===== src/rtl/sap_ext_mem_responder.sv =====
// Memory-side responder for the SAP-3 external memory pins: registered bus/strobe
// capture, MAR, byte RAM with write-first read-back, and a valid/ready preload port.
module sap_ext_mem_responder #(
  parameter int          ADDR_W   = 8,
  parameter logic [7:0]  OOB_DATA = 8'h00
) (
  input  logic              clk,
  input  logic              rst_n,
  input  logic [7:0]        bus_lo,
  input  logic [7:0]        bus_hi,
  input  logic              mar_we,
  input  logic              ram_we,
  output logic [7:0]        mem_out,
  input  logic              ld_valid,
  output logic              ld_ready,
  input  logic [ADDR_W-1:0] ld_addr,
  input  logic [7:0]        ld_data,
  output logic [15:0]       mar_dbg,
  output logic              oob_err,
  output logic [15:0]       wr_count
);

  localparam int DEPTH = 1 << ADDR_W;

  logic [7:0]        ram [DEPTH];
  logic [7:0]        bus_lo_q;
  logic [7:0]        bus_hi_q;
  logic              mar_we_q;
  logic              ram_we_q;
  logic [15:0]       mar;
  logic [15:0]       bus_q;
  logic [ADDR_W-1:0] mar_idx;
  logic              mar_oob;
  logic              new_oob;
  logic              core_wr;
  logic              ld_fire;
  logic [7:0]        rd_data;

  function automatic logic out_of_range(input logic [15:0] a);
    return (a >> ADDR_W) != 16'd0;
  endfunction

  assign bus_q   = {bus_hi_q, bus_lo_q};
  assign mar_idx = mar[ADDR_W-1:0];
  assign mar_oob = out_of_range(mar);
  assign new_oob = out_of_range(bus_q);
  assign core_wr = ram_we_q & ~mar_oob;

  // Preload handshake: a transfer happens on any edge where ld_valid && ld_ready.
  // ld_ready tracks ~ram_we_q, so any core write cycle (committed or dropped)
  // stalls the preload, and the requester must hold ld_addr/ld_data meanwhile.
  assign ld_fire = ld_valid & ld_ready;

  // Read mux with write-first bypass so a write to the current MAR is visible
  // in mem_out on the same edge that commits it.
  always_comb begin
    rd_data = ram[mar_idx];
    if (mar_oob) begin
      rd_data = OOB_DATA;
    end else if (core_wr) begin
      rd_data = bus_lo_q;
    end else if (ld_fire && (ld_addr == mar_idx)) begin
      rd_data = ld_data;
    end
  end

  always_ff @(posedge clk) begin
    if (core_wr) begin
      ram[mar_idx] <= bus_lo_q;
    end else if (ld_fire) begin
      ram[ld_addr] <= ld_data;
    end
  end

  always_ff @(posedge clk or negedge rst_n) begin
    if (!rst_n) begin
      bus_lo_q <= 8'h00;
      bus_hi_q <= 8'h00;
      mar_we_q <= 1'b0;
      ram_we_q <= 1'b0;
      ld_ready <= 1'b0;
      mar      <= 16'h0000;
      mem_out  <= 8'h00;
      oob_err  <= 1'b0;
      wr_count <= 16'h0000;
    end else begin
      bus_lo_q <= bus_lo;
      bus_hi_q <= bus_hi;
      mar_we_q <= mar_we;
      ram_we_q <= ram_we;
      ld_ready <= ~ram_we;
      mem_out  <= rd_data;
      if (mar_we_q) begin
        mar <= bus_q;
      end
      if ((mar_we_q && new_oob) || (ram_we_q && mar_oob)) begin
        oob_err <= 1'b1;
      end
      if (core_wr && (wr_count != 16'hFFFF)) begin
        wr_count <= wr_count + 16'd1;
      end
    end
  end

  assign mar_dbg = mar;

endmodule


===== config.mk =====
export PLATFORM = sky130hd
export DESIGN_NAME = sap_ext_mem_responder
export DESIGN_NICKNAME = d
export VERILOG_FILES = /design/src/rtl/sap_ext_mem_responder.sv
export SDC_FILE = /design/constraint.sdc
export NUM_CORES = 2
export LEC_CHECK = 0
export CORE_UTILIZATION = 59
export CTS_BUF_LIST = sky130_fd_sc_hd__clkbuf_8
export DETAILED_ROUTE_END_ITERATION = 8
export PLACE_DENSITY = 0.78
export SYNTH_ARGS = -nofsm -noshare
export SYNTH_HDL_FRONTEND = slang
export SYNTH_SLANG_ARGS = --single-unit

===== constraint.sdc =====
create_clock -name clk -period 3.9 [get_ports clk]
set_clock_uncertainty 0.1 [all_clocks]
set_input_delay 0.585 -clock clk [delete_from_list [all_inputs] [get_ports clk]]
set_output_delay 0.585 -clock clk [all_outputs]
set_load 0.02 [all_outputs]

Word level (Yosys, flattened, before mapping)
Memories as Yosys holds them, arrays and structs flattened.
Index checks and enable logic that the tools add are counted.
- add/sub/neg operators: 1
- equal/unequal tests: 2
- multiplexer cells: 11
- bitwise operators: 4
- reductions and logical operators: 8
- operators by type and width (cell ; count):
    $mux W8 ; 5
    $reduce_bool A16 Y1 ; 2
    $add A16 B1 Y16 const B ; 1
    $ne A16 B16 Y1 const B ; 1
    $eq A8 B8 Y1 ; 1
    $reduce_or A8 Y1 ; 1
    $mux W1 ; 6
    $logic_and A1 B1 Y1 ; 4
    $and A1 B1 Y1 ; 2
    $not A1 Y1 ; 2
    $logic_or A1 B1 Y1 ; 1
- bits in registers: 60
- memory bits (writable): 2048
- input bits: 37
- logic and storage cells: 36
- memories: 1
- memory list (memory ; words ; width ; read ports ; clocked after memory_dff ; wr ports ; RTL line ; RTL):
    ram ; 256 ; 8 ; 1 ; 0 ; 1 ; 25 ; logic [7:0] ram [DEPTH];

Depth between registers and ports, before layout
- depth after elaboration: 7
- gate-level depth with buffers: 14

Least setup slack after synthesis
OpenSTA, ideal clock, no wires.
- path kind: register to register
- from: reg mar[13] (netlist: mar_dbg[13])
- to: mem ram[0][2], data pin
- arrival time: 3.196 ns
- path slack: 0.049 ns
- stages on the path, launching flop included: 5
- clock period less this slack: 3.851 ns
- cells stage by stage: dfrtp_1 -> nor4_1 -> a31oi_1 -> clkbuf_1 -> mux2_2
- longest elaborated chain between the ends: 7
- RTL lines (what ; RTL line ; RTL):
    start, declared ; 30 ; logic [15:0] mar;
    start signal, assigned ; 94 ; mar <= bus_q;
    $reduce_bool A16 Y1 ; 40 ; return (a >> ADDR_W) != 16'd0;
    $not A1 Y1 ; 47 ; assign core_wr = ram_we_q & ~mar_oob;
    $and A1 B1 Y1 ; 47 ;
    $mux W1 ; 68 ; if (core_wr) begin
    $mux W1 (implied by the code) ; 71 ; ram[ld_addr] <= ld_data;
    $reduce_or A8 Y1 (no line) ; -- ;
    $mux W8 (no line) ; -- ;
    end, declared ; 25 ;
Every way passes these cells.

Worst setup path in the final report
- from: reg mar[2] (netlist: mar_dbg[2])
- to: reg mem_out[6]
- longest elaborated chain between the ends: 5
- elaborated cells on any way between the ends: 6
- classes of those cells: eq/ne: 1; mux: 3; reduce/logical: 1; memory: 1
- RTL lines (what ; RTL line ; RTL):
    parallel branches: the longest is 2 deep, another holds $mem_v2 Z256 W8 ; -- ;
    $mux W8 * ; 62 ; end else if (ld_fire && (ld_addr == mar_idx)) begin
    $mux W8 * ; 60 ; end else if (core_wr) begin
    $mux W8 * ; 58 ; if (mar_oob) begin
    net rd_data[6] ; 37 ; logic [7:0] rd_data;
    end signal, assigned ; 92 ; mem_out <= rd_data;
    end, declared ; 13 ; output logic [7:0] mem_out,
Mark *: on every way through the listed nets, which the timed path passes.
A chain may end at the register's enable or synchronous reset.

==> impl_results.md <==
* Outcome: complete, no violations
* Syn. warnings at 0
* Later-pin clock latency in the skew report at roughly 1.0 ns
* Mapped cell area at 82000 sq um
* Fin. Hold Viols at 0
* Syn Nets at about 4000
* Port-buffer cells at between 70 and 80
* Final non-filler cell total at between 6000 and 7000
* Detailed Place HPWL at between 100000 and 150000 um
* Yosys top cell area share at 75.0%
* CTS tree: done
* DRT iter0 DRCs at between 6000 and 7000
* Core Region at 138000 sq um
* Ys flop type: edfxtp_1
* Seq cells post-synth at 2108
* Total CTS buffers at 339
* CTS sink count at 2108
* Slowest CP cell: dfrtp_4
* Clk slew on worst S/H paths at 0.06 ns
* H-tree levels at 5
* Placed cell area at 88100 sq um
* Worst setup margin at around 0.14 ns
* Initial Utilization at 59.6%
* Clock tree buffer depth at 4
* Asr flop ratio synth at ~2.8%
* Fin Setup TNS at 0 ns
* Worst hold path type: in -> reg
* Seq/Total Area, Yosys at 76.8%
* RSZ-0062 raised after global routing: false
* CP peak stage delay at around 0.84 ns
* Req. time, crit path at ~4.7 ns
* Fin nets at 4673
* Largest net degree at the start of global routing at approximately 130
* Die area at around 140000 sq um
* Root buffer cell: clkbuf_8
* Cell variety after synth at 67
* I/O pin count at 79
* R2R Path Start: mar_dbg[2]
* Fmax at 0.266 GHz
* Cell family with the largest share of critical-path delay: simple AND/OR/NAND/NOR gates
* First-pass GRT wire length at 306000 um
* Synth Area per Inst at 20.9 sq um
* PwrDens at 497 nW/um^2
* Initial antenna violation count at 13
* Post-CTS Setup Bufs at 0
* DP Worst Slack at 0.172 ns
* Area contributors post-synth: edfxtp_1 (75%), mux4_2 (13%), mux2i_1 (1.8%)
* WP buf/inv at 0
* Routability cong. at 0.919
* Post-synth EDFFs at 2048
* Hold path start: bus_lo[1]
* DRC Markers at 0
* Wire length per cell at about 32 um
* Worst slew pin tran at 1.09 ns
* Antenna viol nets, final at 0
* Post-Route Utilization at 68.5%
* Area growth, synth to finish at 15.0%
* Final setup fails at 0
* Worst setup path start: mar_dbg[2]
* Static Leakage at between 30 and 40 nW
* CTS Hold Bufs at 12
* MaxCap Viol Count at 0
* Die Height at 375 um
* Slew headroom at 27.2%
* Vias in the first global route at 44700
* Design Area, Final at about 94000 sq um
* Maximum vdd ir drop at roughly 0.00040 V
* Final WL at 213000 um
* Die width at ~370 um
* DR pass1 iterations at 6
* Startpoint types: flop
* Share of cells above drive strength 1 at 29.4%
* Most area-hungry cell type in the Yosys netlist: edfxtp_1
* CTS resizes at 0
* Crit path arrival time at 4.59 ns
* Worst setup EP type: flop
* Cell row count at between 100 and 150
* CP Max Fanout at 22
* Final Slew Violations at 0
* Post-layout minimum cycle time at 3.76 ns
* Via-to-Cell Ratio at 6.66
* Tot GR Track Use at 30.7%
* Fin crit share at a little over nine tenths
* Critical path type: reg -> reg
* Routed vias at 44500
* Dpl cells at around 6100
* Fillcell total at about 8000
* Global route overflow at 0
* Post-Syn Instances at 3932
* Crit path cell chain: and2_2 > a22oi_1 > a21oi_1 > or4_1 > nor3_1 > or4_1 > a21oi_1
[cell type report]
cell class,instances,area [sq um],area share [%]
Sequential cell,2108,63000,66.9
Clock inverter,229,1200,1.27
Timing Repair Buffer,590,5110,5.43
Inverter,4,17.5,0.0186
Multi-Input combinational cell,1592,17800,18.9
Clock buffer,352,4840,5.14
Antenna cell,4,10.0,0.0106
Tap cell,1794,2240,2.38
[per-stage QoR]
step	total power, mW	hold slack (ns)
after detailed placement	29.9	0.389
after global routing	48.1	0.0351
after global placement	29.8	0.372
after CTS	46.9	0.0213
final	46.9	0.0808
after floorplan	28.2	0.189
[cell families after synthesis]
kind of cell	after synthesis	share of synthesized area (%)
multiplexers	660	15.3
AND/OR/NAND/NOR	554	2.96
XOR/XNOR	23	0.246
AO/OA/AOI/OAI	354	2.97
adder cells (fa/ha/maj)	1	0.0153
flip-flops	2108	76.8
buffers and inverters	232	1.65
[report_power, final]
| group | switching (mW) | internal, mW | leakage, nW |
|---|---|---|---|
| registers | 0.107 | 25.1 | 19.1 |
| logic | 2.67 | 1.64 | 8.53 |
| clock network | 8.39 | 8.98 | 3.45 |
| total | 11.2 | 35.7 | 31.1 |
[per-layer routing]
metal	part of all wire, %	GRT usage (%)	up-vias	wire, um
met5	0.045	0	-	96
met4	5.4	15.6	14	11400
met3	13	9.26	667	28700
met2	46	46.1	3390	98300
met1	35	41.3	22700	74700
li1	-	-	17800	-
[cells in the mapped netlist, types with 4 or more instances]
master	n
nor2_1	295
a22o_1	18
o221ai_1	17
nand3_1	44
buf_4	23
and2_1	6
o22ai_1	26
xor2_1	6
a211oi_1	8
mux4_2	466
nor3b_1	4
nand3b_1	9
a32oi_1	5
o21ai_1	6
o21ai_0	31
a221oi_1	17
mux4_1	5
nor4_1	11
buf_8	5
mux2_2	38
buf_2	45
dfrtp_1	60
o311ai_0	8
a2111oi_0	4
nor3_1	14
mux2i_1	151
a31oi_1	4
nand2_1	108
xnor2_1	17
buf_1	15
a22oi_1	95
nor2b_1	13
nand2b_1	15
o211ai_1	5
a21oi_1	88
buf_6	33
edfxtp_1	2048
nand4_1	10
or4_1	6
and3_1	7
clkbuf_1	105
[sequential cells by signal, indices dropped and copies added (netlist names), 8 cells and up]
| register | cells |
|---|---|
| bus_hi_q | 8 |
| mem_out | 8 |
| ram | 2048 |
| bus_lo_q | 8 |
| mar_dbg | 16 |
| wr_count | 16 |
[cells in the final DEF (no fill, tap or decap), types with 40 or more instances in the layout]
| cell | synthesis | layout |
|---|---|---|
| inv_1 | 2 | 95 |
| nor2_1 | 295 | 293 |
| buf_4 | 23 | 464 |
| a21oi_1 | 88 | 88 |
| edfxtp_1 | 2048 | 2048 |
| a22oi_1 | 95 | 95 |
| mux2i_1 | 151 | 151 |
| clkbuf_8 | 0 | 352 |
| clkinv_2 | 0 | 40 |
| clkinv_1 | 1 | 80 |
| clkdlybuf4s50_1 | 0 | 77 |
| dfrtp_1 | 60 | 56 |
| mux4_2 | 466 | 466 |
| nand2_1 | 108 | 108 |
| nand3_1 | 44 | 44 |
[worst paths after layout]
kind / slack (ns) / to / cells after the start
max: 0.14 / mem_out[6] / 7
min in group asynchronous: 0.14 / mar_dbg[8] / 2
min reg2reg: 0.40 / wr_count[11] / 1
max reg2reg: 0.14 / mem_out[6] / 7
max in group asynchronous: 2.94 / mar_dbg[0] / 2
min: 0.08 / bus_lo_q[1] / 1
(Power assumes the default switching activity.)
